File: src/rtl/queued_memory_controller.sv
// Queued host-to-memory bridge.
// Host strobes post read/write requests into a request FIFO; a two-state
// memory FSM issues them one at a time with a ready/timeout handshake, and
// read data lands in a response FIFO drained through data-register reads.
// Memory handshake: the controller holds mem_cs plus one of mem_read or
// mem_write (with address/data) stable until mem_ready pulses for one cycle
// or the wait counter expires; each transaction is followed by at least one
// IDLE cycle with the strobes low.
module queued_memory_controller #(
   parameter int DW      = 16,
   parameter int AW      = 16,
   parameter int DEPTH   = 4,
   parameter int TIMEOUT = 15
) (
   input  logic          clk,
   input  logic          rst,
   input  logic          cs,
   input  logic          read,
   input  logic          write,
   input  logic          sreg,
   input  logic          dreg,
   input  logic [AW-1:0] host_addr_bus,
   input  logic [DW-1:0] host_wdata,
   output logic [DW-1:0] host_data_bus,
   input  logic          mem_ready,
   input  logic [DW-1:0] mem_data_bus,
   output logic [AW-1:0] mem_addr_bus,
   output logic [DW-1:0] mem_wdata,
   output logic          mem_cs,
   output logic          mem_read,
   output logic          mem_write,
   output logic          intr,
   output logic          dbg_state_o
);

   localparam int PW = $clog2(DEPTH);
   localparam int CW = PW + 1;
   localparam int TW = $clog2(TIMEOUT);
   localparam int EW = 1 + AW + DW;

   typedef enum logic {ST_IDLE, ST_BUSY} state_t;

   state_t          state_q, state_d;
   logic [TW-1:0]   tcnt_q, tcnt_d;
   logic            read_q, write_q;
   logic            mem_cs_q, mem_cs_d, mem_read_q, mem_read_d, mem_write_q, mem_write_d;
   logic [AW-1:0]   mem_addr_q, mem_addr_d;
   logic [DW-1:0]   mem_wdata_q, mem_wdata_d;
   logic [DW-1:0]   host_data_q, host_data_d;
   logic            ovf_q, ovf_d, to_q, to_d, cerr_q, cerr_d;

   logic [EW-1:0]   req_mem [DEPTH];
   logic [PW-1:0]   req_wptr_q, req_rptr_q;
   logic [CW-1:0]   req_cnt_q, req_cnt_d;
   logic [DW-1:0]   rsp_mem [DEPTH];
   logic [PW-1:0]   rsp_wptr_q, rsp_rptr_q;
   logic [CW-1:0]   rsp_cnt_q, rsp_cnt_d;

   // Host command decode (edge-detected strobes, level-held qualifiers)
   logic          rd_rise, wr_rise, rd_cmd, wr_cmd, no_qual;
   logic          req_push_req, req_push, req_pop, req_full, req_nonempty;
   logic          rsp_push, rsp_pop, rsp_empty, rsp_full;
   logic          sreg_rd, dreg_rd, ovf_set, to_set, cerr_set;
   logic [EW-1:0] req_head, req_entry;
   logic [DW-1:0] status;

   assign rd_rise      = read & ~read_q;
   assign wr_rise      = write & ~write_q;
   assign rd_cmd       = rd_rise & ~wr_rise;
   assign wr_cmd       = wr_rise & ~rd_rise;
   assign no_qual      = ~sreg & ~dreg;
   assign sreg_rd      = rd_cmd & sreg & ~dreg;
   assign dreg_rd      = rd_cmd & dreg & ~sreg;
   assign req_push_req = (rd_cmd | wr_cmd) & no_qual;
   assign req_full     = (req_cnt_q == CW'(DEPTH));
   assign req_nonempty = (req_cnt_q != '0);
   assign req_push     = req_push_req & ~req_full;
   assign ovf_set      = req_push_req & req_full;
   assign cerr_set     = (rd_rise & wr_rise) | (rd_cmd & sreg & dreg) | (wr_cmd & ~no_qual);
   assign rsp_empty    = (rsp_cnt_q == '0);
   assign rsp_full     = (rsp_cnt_q == CW'(DEPTH));
   assign rsp_pop      = dreg_rd & ~rsp_empty;
   assign req_entry    = {wr_cmd, host_addr_bus, wr_cmd ? host_wdata : {DW{1'b0}}};
   assign req_head     = req_mem[req_rptr_q];

   // Memory FSM next state and registered memory-bus outputs
   always_comb begin
      state_d     = state_q;
      tcnt_d      = tcnt_q;
      mem_cs_d    = mem_cs_q;
      mem_read_d  = mem_read_q;
      mem_write_d = mem_write_q;
      mem_addr_d  = mem_addr_q;
      mem_wdata_d = mem_wdata_q;
      req_pop     = 1'b0;
      rsp_push    = 1'b0;
      to_set      = 1'b0;
      case (state_q)
         ST_IDLE: begin
            // A read is only issued when its response has somewhere to go
            if (req_nonempty && (req_head[EW-1] || !rsp_full)) begin
               state_d     = ST_BUSY;
               req_pop     = 1'b1;
               mem_addr_d  = req_head[AW+DW-1:DW];
               mem_wdata_d = req_head[DW-1:0];
               mem_cs_d    = 1'b1;
               mem_read_d  = ~req_head[EW-1];
               mem_write_d = req_head[EW-1];
               tcnt_d      = '0;
            end
         end
         ST_BUSY: begin
            if (mem_ready) begin
               state_d     = ST_IDLE;
               rsp_push    = mem_read_q & ~rsp_full;
               mem_cs_d    = 1'b0;
               mem_read_d  = 1'b0;
               mem_write_d = 1'b0;
            end else if (tcnt_q == TW'(TIMEOUT - 1)) begin
               state_d     = ST_IDLE;
               to_set      = 1'b1;
               mem_cs_d    = 1'b0;
               mem_read_d  = 1'b0;
               mem_write_d = 1'b0;
            end else begin
               tcnt_d = tcnt_q + TW'(1);
            end
         end
         default: state_d = ST_IDLE;
      endcase
   end

   // Status word, register-read mux, sticky errors and FIFO occupancy
   always_comb begin
      status        = '0;
      status[0]     = ~rsp_empty;
      status[1]     = req_full;
      status[2]     = (state_q == ST_BUSY) | req_nonempty;
      status[3]     = ovf_q;
      status[4]     = to_q;
      status[5]     = cerr_q;
      status[8 +: CW] = rsp_cnt_q;

      host_data_d = host_data_q;
      if (sreg_rd)      host_data_d = status;
      else if (dreg_rd) host_data_d = rsp_empty ? '0 : rsp_mem[rsp_rptr_q];

      // A new error on the same edge as the acknowledge keeps the bit set
      ovf_d  = ovf_set  | (ovf_q  & ~cs);
      to_d   = to_set   | (to_q   & ~cs);
      cerr_d = cerr_set | (cerr_q & ~cs);

      req_cnt_d = req_cnt_q;
      case ({req_push, req_pop})
         2'b10:   req_cnt_d = req_cnt_q + CW'(1);
         2'b01:   req_cnt_d = req_cnt_q - CW'(1);
         default: req_cnt_d = req_cnt_q;
      endcase
      rsp_cnt_d = rsp_cnt_q;
      case ({rsp_push, rsp_pop})
         2'b10:   rsp_cnt_d = rsp_cnt_q + CW'(1);
         2'b01:   rsp_cnt_d = rsp_cnt_q - CW'(1);
         default: rsp_cnt_d = rsp_cnt_q;
      endcase
   end

   // Control and pointer registers with asynchronous reset
   always_ff @(posedge clk or posedge rst) begin
      if (rst) begin
         state_q     <= ST_IDLE;
         tcnt_q      <= '0;
         read_q      <= 1'b0;
         write_q     <= 1'b0;
         mem_cs_q    <= 1'b0;
         mem_read_q  <= 1'b0;
         mem_write_q <= 1'b0;
         mem_addr_q  <= '0;
         mem_wdata_q <= '0;
         host_data_q <= '0;
         ovf_q       <= 1'b0;
         to_q        <= 1'b0;
         cerr_q      <= 1'b0;
         req_wptr_q  <= '0;
         req_rptr_q  <= '0;
         req_cnt_q   <= '0;
         rsp_wptr_q  <= '0;
         rsp_rptr_q  <= '0;
         rsp_cnt_q   <= '0;
      end else begin
         state_q     <= state_d;
         tcnt_q      <= tcnt_d;
         read_q      <= read;
         write_q     <= write;
         mem_cs_q    <= mem_cs_d;
         mem_read_q  <= mem_read_d;
         mem_write_q <= mem_write_d;
         mem_addr_q  <= mem_addr_d;
         mem_wdata_q <= mem_wdata_d;
         host_data_q <= host_data_d;
         ovf_q       <= ovf_d;
         to_q        <= to_d;
         cerr_q      <= cerr_d;
         req_cnt_q   <= req_cnt_d;
         rsp_cnt_q   <= rsp_cnt_d;
         if (req_push) req_wptr_q <= req_wptr_q + PW'(1);
         if (req_pop)  req_rptr_q <= req_rptr_q + PW'(1);
         if (rsp_push) rsp_wptr_q <= rsp_wptr_q + PW'(1);
         if (rsp_pop)  rsp_rptr_q <= rsp_rptr_q + PW'(1);
      end
   end

   // FIFO storage; contents are meaningless outside the occupied window
   always_ff @(posedge clk) begin
      if (req_push) req_mem[req_wptr_q] <= req_entry;
      if (rsp_push) rsp_mem[rsp_wptr_q] <= mem_data_bus;
   end

   assign host_data_bus = host_data_q;
   assign mem_addr_bus  = mem_addr_q;
   assign mem_wdata     = mem_wdata_q;
   assign mem_cs        = mem_cs_q;
   assign mem_read      = mem_read_q;
   assign mem_write     = mem_write_q;
   assign intr          = ~rsp_empty | ovf_q | to_q | cerr_q;
   assign dbg_state_o   = (state_q == ST_BUSY);

endmodule

File: config.mk
export PLATFORM = sky130hd
export DESIGN_NAME = queued_memory_controller
export DESIGN_NICKNAME = d
export VERILOG_FILES = /design/src/rtl/queued_memory_controller.sv
export SDC_FILE = /design/constraint.sdc
export NUM_CORES = 1
export LEC_CHECK = 0
export ABC_CLOCK_PERIOD_IN_PS = 2630
export CORE_MARGIN = 2
export CORE_UTILIZATION = 45
export CTS_BUF_LIST = sky130_fd_sc_hd__clkbuf_8
export DETAILED_ROUTE_END_ITERATION = 10
export HOLD_SLACK_MARGIN = 0.06
export PLACE_DENSITY = 0.79
export SYNTH_ARGS = -nofsm -noshare
export SYNTH_HDL_FRONTEND = slang
export SYNTH_SLANG_ARGS = --single-unit
export TNS_END_PERCENT = 30
File: constraint.sdc
create_clock -name clk -period 2.63 [get_ports clk]
set_input_delay 0.526 -clock clk [delete_from_list [all_inputs] [get_ports clk]]
set_output_delay 0.526 -clock clk [all_outputs]
set_load 0.01 [all_outputs]
==> run summary <==
Outcome: finished clean
Final number of hold-violating endpoints: 0
DIE AREA: 24500 um2
Post-Synth Adder-Cell Area: 0.0217
Clock Path Buffers: 3
Tmin final: 2.50 ns
TritonCTS clock tree: done
P_leak: 4.79 nW
RSZ-0062 raised after global routing: no
Max-cap violations: 0
HPWL after DPL: 13200 um
Top delay family on crit path: adder cells
FILL cells: 1699
Simple-gate portion of the synthesized area: 0.0369
Die width: 157 um
Fin crit share: 0.949
Level count of the clock H-tree: 2
Clk root buf: clkbuf_8
Fraction of registers with async set/reset: 0.277
Skew-Pair Late Insertion Delay: 0.55 ns
Cells after Synth: 538
Setup tns final: 0 ns
First-pass GRT wire length: 31900 um
Crit path top cell by count: ha_1
CP Launch Type: input port
Fmax: 0.401 GHz
Sequential Power Share: 0.434
Critical Path AT: 2.92 ns
P&R area growth vs syn: 24.7%
Ant diodes: 0
Yosys warns: 0
Critical Path End Type: flip-flop
Logic pwr share: 0.295
Grt total ovfl: 0
Hold Crit Class: input port to async pin
Yosys top cell area share: 0.562
Ports: 109
Setup Skew: 0.0161 ns
Gpl congestion: 0.807
Slew HR: 0.429
Vias: 5446
Worst-Margin Slew: 0.856 ns
Sw frac: 0.283
Syn Std Cell Area: 10500 um2
Synth Area in Compound Gates: 0.0279
WL/cell: 19.7 um
Int Pwr: 9.54 mW
Vias in the first global route: 5937
Final core occ: 0.574
Synth top area cells: edfxtp_1, dfrtp_1, mux4_2
CTS Hold Bufs: 0
Starting DRC count in detailed routing: 429
Final Net Count: 774
Yosys cell types: 39
Most common cell after layout, fill and taps aside: edfxtp_1
Tot Pwr: 13.3 mW
Worst path cell trace: clkdlybuf4s50_1 > nand2b_1 > ha_1 > a2111oi_4 > inv_1 > ha_1 > fa_1 > xnor2_1 > nor2_1 > xor2_1
#FFs+latches synth: 271
Total CTS buffers: 44
Port Buf Inserts: 108
Number of buffers and inverters on the critical path: 2
Number of synthesized flops with an enable pin: 196
Starting density of the core: 0.460
Drt drc: 0
Syn Nets: 611
Mux cell area share after synthesis: 0.142
Data required, critical path: 3.06 ns
Post-synthesis sequential area ratio: 0.741
Setup CP Type: input port to flip-flop
Gr usage total: 0.173
Num Clock Sinks: 271
Post-route ant nets: 0
Largest net degree at the start of global routing: 40
Setup bufs post-CTS: 0
Final Non-Filler Cells: 1049
Critical path's slowest cell: clkdlybuf4s50_1
Final instance area: 13100 um2
Largest family of logic cells by synthesized area: multiplexers
Switching pwr: 3.76 mW
Placed cells: 968
Most frequent cells in the layout: edfxtp_1, clkdlybuf4s50_1, dfrtp_1, mux4_2, clkbuf_8
Chip height: 157 um
Post-Synth XOR/XNOR Area: 0.0100
Layout cell share with drive strength beyond 1: 0.245
VDD IR-drop max: 614 uV
Fin. max-slew vios: 0
Drt pass-1 iters: 5
Floorplan core area: 22800 um2
Initial antenna violation count: 0
Clk pwr share: 0.271
Final setup viols: 0
Synth area leader: edfxtp_1
Via density per instance: 5.19
Final Routed Wirelength: 20600 um
Max stage delay on crit path: 0.48 ns
Avg Cell Area, Syn: 19.5 um2
Placed standard-cell area: 12200 um2
Crit-path max FO: 2
Ys flop type: edfxtp_1
Num rows: 55
Pwr dens: 1020 nW/um2
Reg clk slew, reported paths: 0.06 ns
CTS resizes: 0
per-layer routing:
metal  vias to the layer above  track usage  share of wire
met1                      2796        0.217           0.41
li1                       2423            -              -
met4                         0       0.0599          0.018
met5                         -            0              0
met3                        34       0.0396          0.065
met2                       193        0.297           0.51
final cells by class:
class,count,area (um2),area share
inverters,24,91.3,0.00699
clock inverters,32,213,0.0163
well taps,313,392,0.0300
flip-flops and latches,271,7760,0.594
repair buffers,139,1410,0.108
clock buffers,49,674,0.0516
multi-input cells,221,2520,0.193
Yosys cell counts, types with 6 or more instances:
cell,count
and2_1,25
nand3_1,8
inv_1,24
nor2_1,7
ha_1,15
a222oi_1,6
mux4_2,49
clkbuf_1,11
o21ai_0,9
buf_2,6
dfrtp_1,75
edfxtp_1,196
xnor2_1,7
a22o_1,7
nand2_1,17
mux2_2,31
state kept, by name, summed over array words and instances, names as in the netlist, 2 cells and up:
register	count
rsp_cnt_q	3
req_cnt_q	3
host_data_bus	16
mem_addr_bus	16
rsp_wptr_q	2
mem_wdata	16
req_wptr_q	2
rsp_mem	64
rsp_rptr_q	2
req_rptr_q	2
req_mem	132
tcnt_q	4
metrics by stage:
step / worst slack (ns) / hold slack, ns
global route: 0.0352 / 0.317
global placement: -0.386 / 0.482
detailed placement: -0.443 / 0.488
finish: 0.135 / 0.297
CTS: 0.0968 / 0.273
floorplan: -0.202 / 0.473
power groups by stage:
| stage | Combinational, mW | Sequential [mW] | Clock [mW] |
|---|---|---|---|
| final | 3.92 | 5.77 | 3.60 |
| after global routing | 4.25 | 5.85 | 3.90 |
| after CTS | 3.98 | 5.77 | 3.72 |
| after detailed placement | 3.96 | 5.84 | 0 |
| after global placement | 3.81 | 5.80 | 0 |
| after floorplan | 2.42 | 5.86 | 0 |
final timing paths:
path / startpoint / end / slack (ns) / cells after the start
max reg2reg: write_q / req_cnt_q[2] / 0.18 / 9
max: write / req_cnt_q[2] / 0.13 / 10
min in group clk: read / read_q / 0.46 / 1
min: rst / host_data_bus[1] / 0.30 / 2
max in group asynchronous: rst / mem_addr_bus[4] / 1.82 / 3
min reg2reg: mem_wdata[12] / mem_wdata[12] / 0.50 / 1
kinds of logic after synthesis:
group	Yosys count
flip-flops	271
XOR/XNOR	12
multiplexers	83
adder cells (fa/ha/maj)	17
AO/OA/AOI/OAI	37
AND/OR/NAND/NOR	72
buffers and inverters	46
worst register-to-register path, stage by stage (launching register included):
cell	delay, ns
dfrtp_1	0.35
nand2b_1	0.16
ha_1	0.36
a2111oi_4	0.36
inv_1	0.09
ha_1	0.24
fa_1	0.38
xnor2_1	0.18
nor2_1	0.07
xor2_1	0.14
Power figures use the tool's default switching activity.
